===== src/rtl/muldiv_unit.sv =====
// Iterative RISC-V M-extension multiply/divide unit with RV64 word variants.
// One bit per cycle: shift-add multiply, restoring divide, fixed latency.
module muldiv_unit #(
  parameter int unsigned DATA_W = 64
) (
  input  logic              clk,
  input  logic              arst_n,
  input  logic              en,
  input  logic              start,
  input  logic [2:0]        op,
  input  logic              word,
  input  logic [DATA_W-1:0] operand_a,
  input  logic [DATA_W-1:0] operand_b,
  input  logic              kill,
  output logic              busy,
  output logic              done,
  output logic [DATA_W-1:0] result
);

  localparam int unsigned H  = DATA_W / 2;
  localparam int unsigned CW = $clog2(DATA_W);

  typedef enum logic [2:0] {
    S_IDLE,
    S_PREP,
    S_CALC,
    S_FIX,
    S_DONE
  } state_t;

  state_t                state_q, state_d;
  logic [CW-1:0]         cnt_q, cnt_d;
  logic [2:0]            op_q, op_d;
  logic                  word_q, word_d;
  logic [DATA_W-1:0]     a_q, a_d;
  logic [DATA_W-1:0]     b_q, b_d;
  logic [DATA_W-1:0]     a_ext_q, a_ext_d;
  logic [DATA_W-1:0]     a_mag_q, a_mag_d;
  logic [DATA_W-1:0]     b_mag_q, b_mag_d;
  logic                  neg_q, neg_d;
  logic                  neg_rem_q, neg_rem_d;
  logic                  dz_q, dz_d;
  logic                  ovf_q, ovf_d;
  logic [2*DATA_W-1:0]   acc_q, acc_d;
  logic [DATA_W-1:0]     quot_q, quot_d;
  logic [DATA_W-1:0]     rem_q, rem_d;
  logic [DATA_W-1:0]     result_q, result_d;

  logic                  is_div, sgn_a, sgn_b, neg_a, neg_b;
  logic [DATA_W-1:0]     a_ext, b_ext, a_mag, b_mag, min_val;
  logic                  dz_flag, ovf_flag;
  logic [2*DATA_W-1:0]   acc_step;
  logic [DATA_W:0]       rem_sh;
  logic                  rem_ge;
  logic [DATA_W-1:0]     rem_sub;
  logic [2*DATA_W-1:0]   prod_fix;
  logic [DATA_W-1:0]     quot_fix, rem_fix, sel, res_fix;

  // Datapath helpers for PREP, CALC and FIX; only the current state's values are used.
  always_comb begin
    is_div = op_q[2];
    sgn_a  = is_div ? ~op_q[0] : (op_q == 3'b001 || op_q == 3'b010);
    sgn_b  = is_div ? ~op_q[0] : (op_q == 3'b001);

    a_ext = a_q;
    b_ext = b_q;
    if (word_q) begin
      a_ext = {{H{sgn_a & a_q[H-1]}}, a_q[H-1:0]};
      b_ext = {{H{sgn_b & b_q[H-1]}}, b_q[H-1:0]};
    end
    neg_a = sgn_a & a_ext[DATA_W-1];
    neg_b = sgn_b & b_ext[DATA_W-1];
    a_mag = neg_a ? -a_ext : a_ext;
    b_mag = neg_b ? -b_ext : b_ext;

    min_val  = word_q ? {{(H+1){1'b1}}, {(H-1){1'b0}}} : {1'b1, {(DATA_W-1){1'b0}}};
    dz_flag  = is_div && (b_ext == '0);
    ovf_flag = is_div && !op_q[0] && (a_ext == min_val) && (b_ext == '1);

    // MSB-first: multiplier bit and dividend bit both indexed by the down-counter
    acc_step = {acc_q[2*DATA_W-2:0], 1'b0} + (b_mag_q[cnt_q] ? {{DATA_W{1'b0}}, a_mag_q} : '0);
    rem_sh   = {rem_q, a_mag_q[cnt_q]};
    rem_ge   = rem_sh >= {1'b0, b_mag_q};
    rem_sub  = rem_sh[DATA_W-1:0] - b_mag_q;

    prod_fix = neg_q ? -acc_q : acc_q;
    quot_fix = neg_q ? -quot_q : quot_q;
    rem_fix  = neg_rem_q ? -rem_q : rem_q;
    if (dz_q) begin
      quot_fix = '1;
      rem_fix  = a_ext_q;
    end else if (ovf_q) begin
      quot_fix = a_ext_q;
      rem_fix  = '0;
    end

    if (!op_q[2]) begin
      sel = (word_q || op_q[1:0] == 2'b00) ? prod_fix[DATA_W-1:0] : prod_fix[2*DATA_W-1:DATA_W];
    end else begin
      sel = op_q[1] ? rem_fix : quot_fix;
    end
    res_fix = word_q ? {{H{sel[H-1]}}, sel[H-1:0]} : sel;
  end

  always_comb begin
    state_d   = state_q;
    cnt_d     = cnt_q;
    op_d      = op_q;
    word_d    = word_q;
    a_d       = a_q;
    b_d       = b_q;
    a_ext_d   = a_ext_q;
    a_mag_d   = a_mag_q;
    b_mag_d   = b_mag_q;
    neg_d     = neg_q;
    neg_rem_d = neg_rem_q;
    dz_d      = dz_q;
    ovf_d     = ovf_q;
    acc_d     = acc_q;
    quot_d    = quot_q;
    rem_d     = rem_q;
    result_d  = result_q;

    if (kill) begin
      state_d = S_IDLE;
    end else if (en) begin
      unique case (state_q)
        S_IDLE: begin
          if (start) begin
            op_d    = op;
            word_d  = word;
            a_d     = operand_a;
            b_d     = operand_b;
            state_d = S_PREP;
          end
        end
        S_PREP: begin
          a_ext_d   = a_ext;
          a_mag_d   = a_mag;
          b_mag_d   = b_mag;
          neg_d     = neg_a ^ neg_b;
          neg_rem_d = neg_a;
          dz_d      = dz_flag;
          ovf_d     = ovf_flag;
          acc_d     = '0;
          quot_d    = '0;
          rem_d     = '0;
          cnt_d     = word_q ? CW'(H - 1) : CW'(DATA_W - 1);
          state_d   = S_CALC;
        end
        S_CALC: begin
          acc_d  = acc_step;
          rem_d  = rem_ge ? rem_sub : rem_sh[DATA_W-1:0];
          quot_d = {quot_q[DATA_W-2:0], rem_ge};
          if (cnt_q == '0) begin
            state_d = S_FIX;
          end else begin
            cnt_d = cnt_q - 1'b1;
          end
        end
        S_FIX: begin
          result_d = res_fix;
          state_d  = S_DONE;
        end
        S_DONE: begin
          state_d = S_IDLE;
        end
        default: begin
          state_d = S_IDLE;
        end
      endcase
    end
  end

  always_ff @(posedge clk) begin
    if (!arst_n) begin
      state_q   <= S_IDLE;
      cnt_q     <= '0;
      op_q      <= '0;
      word_q    <= 1'b0;
      a_q       <= '0;
      b_q       <= '0;
      a_ext_q   <= '0;
      a_mag_q   <= '0;
      b_mag_q   <= '0;
      neg_q     <= 1'b0;
      neg_rem_q <= 1'b0;
      dz_q      <= 1'b0;
      ovf_q     <= 1'b0;
      acc_q     <= '0;
      quot_q    <= '0;
      rem_q     <= '0;
      result_q  <= '0;
    end else begin
      state_q   <= state_d;
      cnt_q     <= cnt_d;
      op_q      <= op_d;
      word_q    <= word_d;
      a_q       <= a_d;
      b_q       <= b_d;
      a_ext_q   <= a_ext_d;
      a_mag_q   <= a_mag_d;
      b_mag_q   <= b_mag_d;
      neg_q     <= neg_d;
      neg_rem_q <= neg_rem_d;
      dz_q      <= dz_d;
      ovf_q     <= ovf_d;
      acc_q     <= acc_d;
      quot_q    <= quot_d;
      rem_q     <= rem_d;
      result_q  <= result_d;
    end
  end

  assign busy   = (state_q != S_IDLE);
  assign done   = (state_q == S_DONE);
  assign result = result_q;

endmodule

===== config.mk =====
export PLATFORM = sky130hd
export DESIGN_NAME = muldiv_unit
export DESIGN_NICKNAME = d
export VERILOG_FILES = /design/src/rtl/muldiv_unit.sv
export SDC_FILE = /design/constraint.sdc
export NUM_CORES = 2
export LEC_CHECK = 0
export CORE_ASPECT_RATIO = 0.7
export CORE_MARGIN = 2
export CORE_UTILIZATION = 30
export DETAILED_ROUTE_END_ITERATION = 8
export GPL_TIMING_DRIVEN = 0
export HOLD_SLACK_MARGIN = 0.12
export PLACE_DENSITY_LB_ADDON = 0.25
export SETUP_SLACK_MARGIN = 0.2
export SLEW_MARGIN = 15
export SYNTH_ARGS = -nofsm -noshare
export SYNTH_HDL_FRONTEND = slang
export SYNTH_SLANG_ARGS = --single-unit

===== constraint.sdc =====
create_clock -name clk -period 8.7 [get_ports clk]
set_clock_uncertainty 0.15 [all_clocks]
set_input_delay 0.87 -clock clk [delete_from_list [all_inputs] [get_ports clk]]
set_output_delay 0.87 -clock clk [all_outputs]
set_load 0.05 [all_outputs]

==> metrics.yaml <==
status:
  status: "finished clean"
floorplan:
  die_h_um: 335.3
  die_w_um: 477.2
  io_pins: 203
  die_area_mm2: 0.1600
  rows: 121
  start_util_pct: 30.22
  core_area_mm2: 0.1556
yosys:
  synth_top_cell_area_share_pct: 27.92
  seq_area_frac_synth_pct: 27.92
  syn_avg_cell_area_um2: 7.417
  synth_cells: 6341
  synth_area_leader_cell: "dfxtp_1"
  synthTopCellsByArea: "dfxtp_1 28%, nand2_1 7.8%, o21ai_0 5.6%, a21oi_1 4.7%, xor2_1 4.2%"
  yosysWarningCount: 0
  synth_nets: 6615
  synth_edf_count: 0
  syn_area_mm2: 0.04703
  async_flop_share_pct: 0
  ys_seq_elements: 656
  synth-main-ff-cell: "dfxtp_1"
  yosys.cell_types.count: 94
finish:
  layout_commonest_cell: "nand2_1"
  syn2layout_area_growth_pct: 15.95
  fill_cells: 16770
  nNetsFinal: 6899
  fin_util_pct: 35.04
  final_cell_area_mm2: 0.05453
  mostFrequentLayoutCells: "983 x nand2_1, 656 x dfxtp_1, 528 x o21ai_0"
  drive_above_1_share_pct: 4.025
  fin_cells: 8785
place:
  gp_congestion: 1.037
  port_buffers: 201
  post_dp_cell_area_mm2: 0.05178
  place_hpwl_um: 222500
  dp.cells: 8638
global_route:
  grt_max_degree: 15
  antenna_found_initial: 9
  grt_usage_pct: 32.78
  gr-total-overflow: 0
  grt_pass1_vias: 47120
  grt_pass1_wl_um: 375200
worst_setup_path:
  startpoint: "cnt_q[0]"
  ff2ff_path_depth: 21
  required_ns: 9.18
  setup.worst_path.end: "acc_q[108]"
  worstSetupPathType: "reg2reg"
  cp_max_fo: 10
  cp_data_arrival_time_ns: 8.63
  reg2reg_slack_ns: 0.55
  critPathLaunchType: "register"
  rr_startpoint: "cnt_q[0]"
  worst_setup_path_end_kind: "register"
  r2r_end: "acc_q[108]"
detailed_routing:
  routed_wl_um: 274900
  wl_per_cell_um: 31.29
  num_vias: 53460
  drtAntennaViolNets: 0
  drc_errors: 0
  vias_per_cell: 6.086
  drtIter0Drc: 7720
  drtPass1Iterations: 6
timing:
  hold_viol_final: 0
  period_share_pct: 93.68
  fin_crit_ns: 8.150
  rsz0062_at_grt: "false"
  relSlewSlack_pct: 5.720
  fmax_ghz: 0.1227
  hold-worst-slack_ns: 0.3176
  slew_viol_final: 0
  tightestPinTransition_ns: 1.414
  finalSetupViolations: 0
clock_network:
  clk_latency_ns: 0.74
  cts_tree: "yes"
  cts.sink_count: 656
  clockBufferDepth: 3
  cts_setup_buffers: 0
  numCtsBuffers: 76
  htree_levels: 3
  root_buffer: "clkbuf_16"
  clkTransAtPathRegs_ns: 0.07
flow_run:
  drv_cap: 0
hold_path:
  hold_path.class: "reg2reg"
pwr:
  p_leak_nw: 20.99
  power_density_mw_per_mm2: 140.4
  peakVddDrop_uv: 135.0
==> how the worst min path moves through the flow <==
stage / end / slack, ns / startpoint / cells after the start
final: result[5] / 0.32 / result[5] / 1
after CTS: result[5] / 0.32 / result[5] / 1
after detailed placement: result[5] / 0.30 / result[5] / 1
after floorplan: a_ext_q[18] / 0.29 / a_ext_q[18] / 2
after global placement: result[0] / 0.29 / result[0] / 2
after global routing: result[0] / 0.34 / result[0] / 2
==> critical path: stages, from the launching register on <==
cell	delay [ns]
dfxtp_1	0.32
clkbuf_2	0.33
clkbuf_2	0.51
mux4_2	0.59
mux4_2	0.51
mux4_2	0.69
clkbuf_1	0.27
and2_1	0.21
ha_1	0.27
clkbuf_1	0.24
nand2_1	0.11
o21ai_0	0.43
a221o_1	0.22
a221oi_1	0.17
a2111oi_2	0.69
a211oi_2	0.22
buf_4	0.25
a211oi_1	0.73
clkbuf_1	0.51
nand3_1	0.16
xor2_1	0.18
o21ai_0	0.23
==> report_power, final <==
group          total [mW]  switching, mW  leakage, nW  internal [mW]
sequential           3.09         0.0557         5.29           3.03
clock                3.54           1.57         1.30           1.97
combinational        1.03          0.701         14.4          0.326
==> cells by family after synthesis <==
logic type	Yosys count	share of synthesized area, %
mux	83	2.892
compound gates	2012	28.07
buf+inv	645	5.182
fa+ha+maj	137	3.677
xor+xnor	431	8.026
flops	656	27.92
simple gates	2377	24.23
==> Yosys cell counts (23+ instances only) <==
cell and n:
o211ai_1 43, nor2b_1 134, nand2b_1 34, a22oi_1 111, o41ai_1 37, o2111ai_1 27, o21a_1 23, clkbuf_1 458
o21ai_0 528, a211oi_1 33, nand2_1 983, mux4_2 42, and3_1 47, nand3_1 134, dfxtp_1 656, nand4_1 99
xor2_1 228, or4_1 55, a31oi_1 58, nor4_1 82, a21oi_1 445, a221oi_1 30, o211a_1 95, nor3_1 153
and2_1 126, nor2_1 359, buf_1 45, mux2i_1 38, o31ai_1 88, a21o_1 75, o22ai_1 28, a21boi_0 194
o21bai_1 38, or3_1 70, ha_1 135, xnor2_1 203, inv_1 135
==> state kept, by name, summed over array words and instances, names as in the netlist <==
signal and cells:
state_q 3, result 64, a_mag_q 63, a_q 64, b_mag_q 64, dz_q 1
ovf_q 1, cnt_q 6, neg_q 1, a_ext_q 64, neg_rem_q 1, acc_q 128
b_q 64, word_q 1, op_q 3, rem_q 64, quot_q 64
==> routing by layer <==
metal	vias to the layer above	GRT usage, %	part of all wire, %
met2	3265	40.66	36
li1	23520	-	-
met1	26330	51.06	48
met3	349	11.79	13
met4	4	8.187	2.7
met5	-	0	0.0080
==> layout make-up <==
type                            count  area (um2)  area share [%]
Antenna cell                       10       25.02         0.04589
Clock buffer                       88        2068           3.792
Multi-Input combinational cell   5040       31560           57.86
Sequential cell                   656       13130           24.08
Timing Repair Buffer              206        2054           3.767
Buffer                            509        1958           3.591
Tap cell                         2091        2616           4.797
Inverter                          136       510.5          0.9361
Clock inverter                     49       614.3           1.127
==> per-stage QoR <==
stage	setup TNS, ns	power, mW	worst slack [ns]
final	0	7.659	0.5496
after global routing	0	7.848	0.2388
after CTS	0	7.646	0.3342
after detailed placement	-10.81	4.140	-0.4485
after global placement	-46.70	4.143	-1.265
after floorplan	0	3.707	2.199
==> timing repair <==
item                                    in CTS  in global routing
endpoints found under the setup margin      74                 41
hold buffers                                 0                  0
gates resized for setup                      4                  6
Power figures use the tool's default switching activity.
